[config.mk]
export PLATFORM = sky130hd
export DESIGN_NAME = div_norm_stage
export DESIGN_NICKNAME = d
export VERILOG_FILES = /design/src/rtl/div_norm_stage.sv
export SDC_FILE = /design/constraint.sdc
export NUM_CORES = 1
export LEC_CHECK = 0
export BUFFER_PORTS_ARGS = -buffer_cell sky130_fd_sc_hd__buf_2
export CORE_UTILIZATION = 52
export CTS_CLUSTER_DIAMETER = 200
export CTS_CLUSTER_SIZE = 30
export DETAILED_ROUTE_END_ITERATION = 12
export PLACE_DENSITY = 0.82
export SETUP_SLACK_MARGIN = 0.1
export SYNTH_ARGS = -nofsm -noshare
export SYNTH_HDL_FRONTEND = slang
export SYNTH_SLANG_ARGS = --single-unit
[constraint.sdc]
create_clock -name clk_i -period 4.1 [get_ports clk_i]
set_clock_uncertainty 0.15 [all_clocks]
set_input_delay 0.205 -clock clk_i [delete_from_list [all_inputs] [get_ports clk_i]]
set_output_delay 0.205 -clock clk_i [all_outputs]
set_load 0.01 [all_outputs]
[src/rtl/div_norm_stage.sv]
// div_norm_stage
//   Pre-normalization stage for the restoring array divider. Left-shifts the
//   divisor until its MSB is set and applies the same shift to a widened copy
//   of the dividend, so floor(XN/YN) == floor(X/Y). The shift count is passed
//   on so the remainder can be recovered downstream as R = RN >> SH.
//
//   Build option: define DIV_NORM_FAST_EN to replace the one-bit-per-cycle
//   SHIFT loop with a leading-zero count plus barrel shift in the accept
//   cycle (constant 1-cycle latency, identical output values).
//
// Ports
//   clk_i        clock, rising edge
//   rst_i        synchronous active-high reset
//   in_valid_i   X/Y valid            in_ready_o   stage can accept X/Y
//   X_i          dividend (widthX)    Y_i          divisor (widthY)
//   out_valid_o  result valid         out_ready_i  downstream accepts result
//   XN_o         {0s,X} << SH         YN_o         Y << SH (MSB set unless DBZ)
//   SH_o         shift count          DBZ_o        Y was zero
module div_norm_stage #(
    parameter int widthX = 16,
    parameter int widthY = 8,
    parameter int widthS = $clog2(widthY)
) (
    input  logic                     clk_i,
    input  logic                     rst_i,
    input  logic                     in_valid_i,
    output logic                     in_ready_o,
    input  logic [widthX-1:0]        X_i,
    input  logic [widthY-1:0]        Y_i,
    output logic                     out_valid_o,
    input  logic                     out_ready_i,
    output logic [widthX+widthY-1:0] XN_o,
    output logic [widthY-1:0]        YN_o,
    output logic [widthS-1:0]        SH_o,
    output logic                     DBZ_o
);

`ifdef DIV_NORM_FAST_EN
    typedef enum logic [1:0] {IDLE, DONE} state_t;
`else
    typedef enum logic [1:0] {IDLE, SHIFT, DONE} state_t;
`endif

    state_t state;

    logic [widthX+widthY-1:0] x_ext;
    assign x_ext = {{widthY{1'b0}}, X_i};

`ifdef DIV_NORM_FAST_EN
    // Leading-zero count of a non-zero divisor; zero input yields 0 so the
    // DBZ case carries SH = 0 just like the iterative build.
    function automatic logic [widthS-1:0] lzc(input logic [widthY-1:0] y);
        int  cnt;
        logic found;
        cnt   = 0;
        found = 1'b0;
        for (int i = widthY - 1; i >= 0; i--) begin
            if (!found) begin
                if (y[i]) found = 1'b1;
                else      cnt   = cnt + 1;
            end
        end
        if (!found) cnt = 0;
        return widthS'(cnt);
    endfunction

    logic [widthS-1:0] lz;
    assign lz = lzc(Y_i);
`endif

    always_ff @(posedge clk_i) begin
        if (rst_i) begin
            state       <= IDLE;
            in_ready_o  <= 1'b1;
            out_valid_o <= 1'b0;
            XN_o        <= '0;
            YN_o        <= '0;
            SH_o        <= '0;
            DBZ_o       <= 1'b0;
        end else begin
            case (state)
                IDLE: begin
                    if (in_valid_i) begin
                        DBZ_o      <= (Y_i == '0);
                        in_ready_o <= 1'b0;
`ifdef DIV_NORM_FAST_EN
                        XN_o        <= x_ext << lz;
                        YN_o        <= Y_i << lz;
                        SH_o        <= lz;
                        state       <= DONE;
                        out_valid_o <= 1'b1;
`else
                        XN_o <= x_ext;
                        YN_o <= Y_i;
                        SH_o <= '0;
                        // Zero or already-normalized divisors skip the loop.
                        if (Y_i == '0 || Y_i[widthY-1]) begin
                            state       <= DONE;
                            out_valid_o <= 1'b1;
                        end else begin
                            state <= SHIFT;
                        end
`endif
                    end
                end
`ifndef DIV_NORM_FAST_EN
                SHIFT: begin
                    YN_o <= YN_o << 1;
                    XN_o <= XN_o << 1;
                    SH_o <= SH_o + widthS'(1);
                    // Bit widthY-2 becomes the MSB after this shift.
                    if (YN_o[widthY-2]) begin
                        state       <= DONE;
                        out_valid_o <= 1'b1;
                    end
                end
`endif
                DONE: begin
                    if (out_ready_i) begin
                        state       <= IDLE;
                        out_valid_o <= 1'b0;
                        in_ready_o  <= 1'b1;
                    end
                end
                default: begin
                    state       <= IDLE;
                    out_valid_o <= 1'b0;
                    in_ready_o  <= 1'b1;
                end
            endcase
        end
    end

endmodule
==> results of run 1 <==
==> cells in the mapped netlist, drive strengths merged <==
| library cell | instances | area [um2] |
|---|---|---|
| a22oi | 9 | 67.56 |
| nor3 | 1 | 5.000 |
| buf | 14 | 116.4 |
| and2 | 2 | 12.51 |
| nor2 | 36 | 135.1 |
| a211oi | 1 | 7.510 |
| o221a | 1 | 11.26 |
| nor2b | 1 | 6.260 |
| o21ba | 1 | 10.01 |
| and3 | 1 | 6.260 |
| dfxtp | 40 | 800.8 |
| nand2b | 2 | 12.51 |
| a311oi | 22 | 224.0 |
| nor3b | 1 | 7.510 |
| o21ai | 4 | 20.02 |
| nor4 | 2 | 12.51 |
| a21oi | 2 | 10.01 |
| o21bai | 1 | 7.510 |
| a21bo | 1 | 10.01 |
| inv | 1 | 3.750 |
| mux2i | 2 | 20.02 |
| and2b | 2 | 15.01 |
| a32oi | 2 | 17.52 |
| nand4 | 1 | 6.260 |
| o31a | 1 | 8.760 |
| nand2 | 45 | 168.9 |
| nand3b | 1 | 7.510 |
| clkbuf | 5 | 20.01 |
| ha | 1 | 12.51 |
| a2111o | 1 | 11.26 |
==> state kept, by name (all words and copies together), names as in the netlist <==
name and count:
state 2, out_valid_o 1, SH_o 3, XN_o 24, DBZ_o 1, in_ready_o 1, YN_o 8
==> cell type report <==
cell class              count  area (um2)
fillers                   233       769.5
inverters                   1       3.754
well taps                  44       55.05
clock inverters             3       90.09
clock buffers               5       37.54
multi-input cells         144       833.3
repair buffers             89       563.0
flip-flops and latches     40       800.8
==> power by group through the flow <==
stage | combinational (mW) | clock, mW | sequential [mW]
after floorplan | 0.168 | 0 | 0.488
after global placement | 0.228 | 0 | 0.476
after detailed placement | 0.232 | 0 | 0.478
after CTS | 0.250 | 0.389 | 0.469
after global routing | 0.281 | 0.412 | 0.478
final | 0.253 | 0.386 | 0.470
==> repair_timing <==
action,4_1_cts,5_1_grt
hold buffers,23,0
endpoints found under the hold margin,23,0
setup buffers,0,0
==> cell families after synthesis <==
logic type      Yosys count  synth area share [%]
flops                    40                 45.13
mux                       2                 1.128
compound gates           46                 22.85
fa+ha+maj                 1                0.7051
simple gates             95                 22.28
buf+inv                  20                 7.898
==> layer usage <==
metal / wire length (um) / up-vias / track usage [%]
li1: - / 874 / -
met2: 2148 / 76 / 44.74
met1: 1956 / 803 / 29.55
met4: 42 / 0 / 10.06
met5: 0 / - / 0
met3: 307 / 6 / 8.102
==> how the worst min path moves through the flow <==
stage	start	endpoint	slack (ns)	cells after the start
after detailed placement	in_ready_o$_SDFFE_PP1P_	in_ready_o$_SDFFE_PP1P_	0.31	2
after CTS	Y_i[7]	YN_o[7]$_SDFFE_PP0P_	0.004	3
after floorplan	rst_i	in_ready_o$_SDFFE_PP1P_	0.18	2
after global placement	in_ready_o$_SDFFE_PP1P_	in_ready_o$_SDFFE_PP1P_	0.31	2
final	Y_i[7]	YN_o[7]$_SDFFE_PP0P_	0.02	3
after global routing	Y_i[7]	YN_o[7]$_SDFFE_PP0P_	0.01	3
==> critical path: stages (launching register included) <==
cell and delay [ns]:
dfxtp_1 0.55, and2b_1 0.85, nand2_1 0.20, a311oi_2 0.29
==> run metrics, run 1 <==
Routed WL per cell=13.66 um; number of buffers created by CTS=5; largest net degree at the start of global routing=45; max-slew violation count=0; nature of the critical path startpoint=flop; global-route wire length before repair=6.906 mm; final core occ=75.60%; Max IR drop VDD=0.0003783 V; Overflow after GRT=0; DIE HEIGHT=60.41 um; total track usage=25.76%; synthesis-to-layout area growth=34.34%; CTS resizes=0; via/cell ratio=5.396; Critical Path AT=2.24 ns; RR Endpoint=YN_o[6]$_SDFFE_PP0P_; CTS tree=done; Yosys cell types=34; # clock sinks=40; worst skew pair latency=0.36 ns; # diodes=0; Final period util=51.47%; Mapped Nets=233; post-route ant nets=0; placed cell areas=0.002026 mm2; outcome=finished, final reports clean; Final Hold Viols=0; total wire length=4.454 mm; Slew @ Worst Pin=0.9997 ns; worst r2r src=state[0]$_SDFFE_PP0P_; residual DRC count=0; setup TNS=0 ns; DIE AREA=0.003649 mm2; dpl cells=295; Final min period=2.110 ns; initial antenna violation count=0; switching pwr=319.2 uW; H-tree lvl count=2; fmax=473.9 MHz; register share of total power=42.4%; Leakage=1.081 nW; yosys warns=0; die width=60.41 um; # nets final=310; Post-Synthesis Cells=204; Pre-antenna DRT Iters=4; Worst Setup EP=YN_o[6]$_SDFFE_PP0P_; share of cells above drive strength 1=28.72%; Syn Area/Cell=8.697 um2; R2R depth=3; clock slew at reported path FFs=0.12 ns; cell-internal power=790.2 uW; post-synthesis sequential area ratio=45.13%; Buffers on Ports=65; routability cong.=0.8649; Yosys reg bits=40; leading cell types in the layout, fill and taps excluded=buf_2 (65), nand2_1 (45), dfxtp_1 (40), nor2_1 (36), dlygate4sd3_1 (23); Ports=66; Max-Cap Viols=0; worst setup path start=state[0]$_SDFFE_PP0P_; # setup viols final=0; total via count in the routed design=1759; design area=0.002384 mm2; crit-path max FO=33; core area=0.003153 mm2; leading cell type in the layout, fill and taps excluded=buf_2; clk buf depth=2; Mapped Area=0.001774 mm2; Max transition margin=33.35%; fin cells=326; Final WS setup=1.990 ns; Min-Delay Path Class=in2reg; RSZ-0062 raised after global routing=no; FP Rows=20; DP HPWL=2.661 mm; CP Capture Type=flop; Worst Path Required=4.23 ns; Clk network pwr share=34.8%; DR iter-0 viols=107; Worst Hold Slack=0.02386 ns; vias in the first global route=1603; Starting Density=56.27%; Comb pwr share=22.8%; switching part of the total=28.77%; Total Power=1.109 mW; Clk Tree Root Cell=clkbuf_4; pwr dens=465.4 mW/mm2; R2R Setup Slk=1.99 ns; critical path class=reg2reg; Worst Setup Slack post-DPL=2.023 ns
Note: power is estimated with default switching activity, not from simulation.
==> inputs of run 2 (changes only) <==
Settings changed: CORE_UTILIZATION 52 to 48, PLACE_DENSITY 0.82 to 0.76.
Clock period 4.1 ns to 2.05 ns, I/O delays scaled along.
==> run 2 against run 1 <==
Against the previous run:
- register-to-register slack lost 1.7 ns
- combinational power grew 110%
- setup slack got worse by 1.7 ns
- sequential share of layout area is 0.44 points lower
- non-clock buffer count grew 6
- sequential cell count unchanged
- largest cell class unchanged
==> run metrics, run 2 (synthesized netlist as in run 1, its figures left out) <==
CTS resizes=0 (unchanged); Final Hold Viols=0 (unchanged); Critical Path AT=1.85 ns (was 2.24 ns); CP peak stage delay=0.70 ns (was 0.85 ns); final core occ=70.16% (was 75.60%); residual DRC count=0 (unchanged); # clock sinks=40 (unchanged); dpl cells=301 (was 295); Max transition margin=41.72% (was 33.35%); fmax=563.2 MHz; critical path class=in2reg (was reg2reg); # diodes=0 (unchanged); Ports=66 (unchanged); Max-Cap Viols=0 (unchanged); leading cell types in the layout, fill and taps excluded=buf_2 (65), nand2_1 (45), dfxtp_1 (40), nor2_1 (36), dlygate4sd3_1 (25) (was buf_2 (65), nand2_1 (45), dfxtp_1 (40), nor2_1 (36), dlygate4sd3_1 (23)); largest registers=XN_o x24, YN_o x8, SH_o x3 (unchanged); crit-path max FO=13 (was 33); Min-Delay Path Class=in2reg (unchanged); share of cells above drive strength 1=29.27% (was 28.72%); core area=0.003442 mm2 (was 0.003153 mm2); global-route wire length before repair=7.120 mm (was 6.906 mm); CP Capture Type=flop (unchanged); via/cell ratio=5.162 (was 5.396); H-tree lvl count=2 (unchanged); setup TNS=0 ns (unchanged); outcome=finished, final reports clean (unchanged); Filler cells=293 (was 233); Worst Hold Slack=0.01107 ns (was 0.02386 ns); Routed WL per cell=13.08 um (was 13.66 um); clk buf depth=2 (unchanged); number of buffers created by CTS=5 (unchanged); Largest register FFs=24 (unchanged); total via count in the routed design=1719 (was 1759); Final period util=86.61%; total wire length=4.355 mm (was 4.454 mm); Max IR drop VDD=0.0004780 V (was 0.0003783 V); initial antenna violation count=0 (unchanged); setup bufs post-CTS=0 (unchanged); DIE HEIGHT=62.80 um (was 60.41 um); highest-delay cell along the critical path=o21bai_1 (was and2b_1); routability cong.=0.8484 (was 0.8649); Clk Tree Root Cell=clkbuf_8 (was clkbuf_4); vias in the first global route=1543 (was 1603); Pre-antenna DRT Iters=4 (unchanged); Buffers on Ports=65 (unchanged); synthesis-to-layout area growth=36.11% (was 34.34%); DP HPWL=2.666 mm (was 2.661 mm); clock slew at reported path FFs=0.08 ns (was 0.12 ns); leading cell type in the layout, fill and taps excluded=buf_2 (unchanged); cells along the critical path=dlygate4sd3_1 -> buf_2 -> o21bai_1 -> o21ai_0 -> a21oi_1 (was and2b_1 -> nand2_1 -> a311oi_2); Final min period=1.775 ns; Slew @ Worst Pin=0.8723 ns (was 0.9997 ns); post-route ant nets=0 (unchanged); worst skew pair latency=0.29 ns (was 0.36 ns); Overflow after GRT=0 (unchanged); Most flops, register=XN_o (unchanged); total track usage=23.16% (was 25.76%); FP Rows=21 (was 20); fin cells=333 (was 326); DR iter-0 viols=122 (was 107); DIE AREA=0.003943 mm2 (was 0.003649 mm2); # nets final=316 (was 310); Leakage=1.094 nW (was 1.081 nW); nature of the critical path startpoint=input pin (was flop); largest net degree at the start of global routing=45 (unchanged); CTS tree=done (unchanged); max-slew violation count=0 (unchanged); Starting Density=51.54% (was 56.27%); # setup viols final=0 (unchanged); pwr dens=817.1 mW/mm2 (was 465.4 mW/mm2); Worst Path Required=2.12 ns (was 4.23 ns); die width=62.80 um (was 60.41 um); RSZ-0062 raised after global routing=no (unchanged)
## run 2: critical path: cells and delay by family
kind / cells / cell delay [ns]
AOI/OAI and AO/OA: 3 / 1.05
buffers and inverters: 2 / 0.70
## run 2: routing by layer
layer | GRT usage, % | vias up | wire (um)
met1 | 29.27 | 771 | 2012
met2 | 37.91 | 55 | 2066
met4 | 6.977 | 0 | 44
met5 | 0 | - | 0
li1 | - | 888 | -
met3 | 6.752 | 5 | 230
## run 2: final timing paths
check,slack [ns],depth (start not counted),endpoint,startpoint
min reg2reg,0.32,2,in_ready_o$_SDFFE_PP1P_,in_ready_o$_SDFFE_PP1P_
max,0.27,5,SH_o[2]$_SDFFE_PP0P_,in_valid_i
max reg2reg,0.31,4,YN_o[1]$_SDFFE_PP0P_,state[0]$_SDFFE_PP0P_
min,0.01,3,state[0]$_SDFFE_PP0P_,Y_i[7]
## run 2: area by class of cell
class	instances	area, um2	area share (%)
clock buffers	5	68.82	2.850
clock inverters	2	12.51	0.5181
inverters	1	3.754	0.1554
multi-input cells	144	833.3	34.51
flip-flops and latches	40	800.8	33.16
well taps	46	57.56	2.383
repair buffers	95	638.1	26.42
## run 2: metrics by stage
step	cell area, um2	power, mW	worst slack (ns)
after floorplan	1774	1.311	0.7376
after global placement	2083	1.442	0.3823
after detailed placement	2083	1.452	0.3504
after CTS	2415	1.986	0.2909
after global routing	2415	2.088	0.1084
final	2415	1.973	0.2746
## run 2: repair_timing
item                       in CTS  in global routing
hold endpoints to repair       26                  0
setup endpoints to repair       0                  0
hold buffers                   25                  0
## run 2: report_power, final
part,internal (mW),switching (mW)
Sequential,0.864,0.0734
Combinational,0.244,0.293
Clock,0.230,0.269
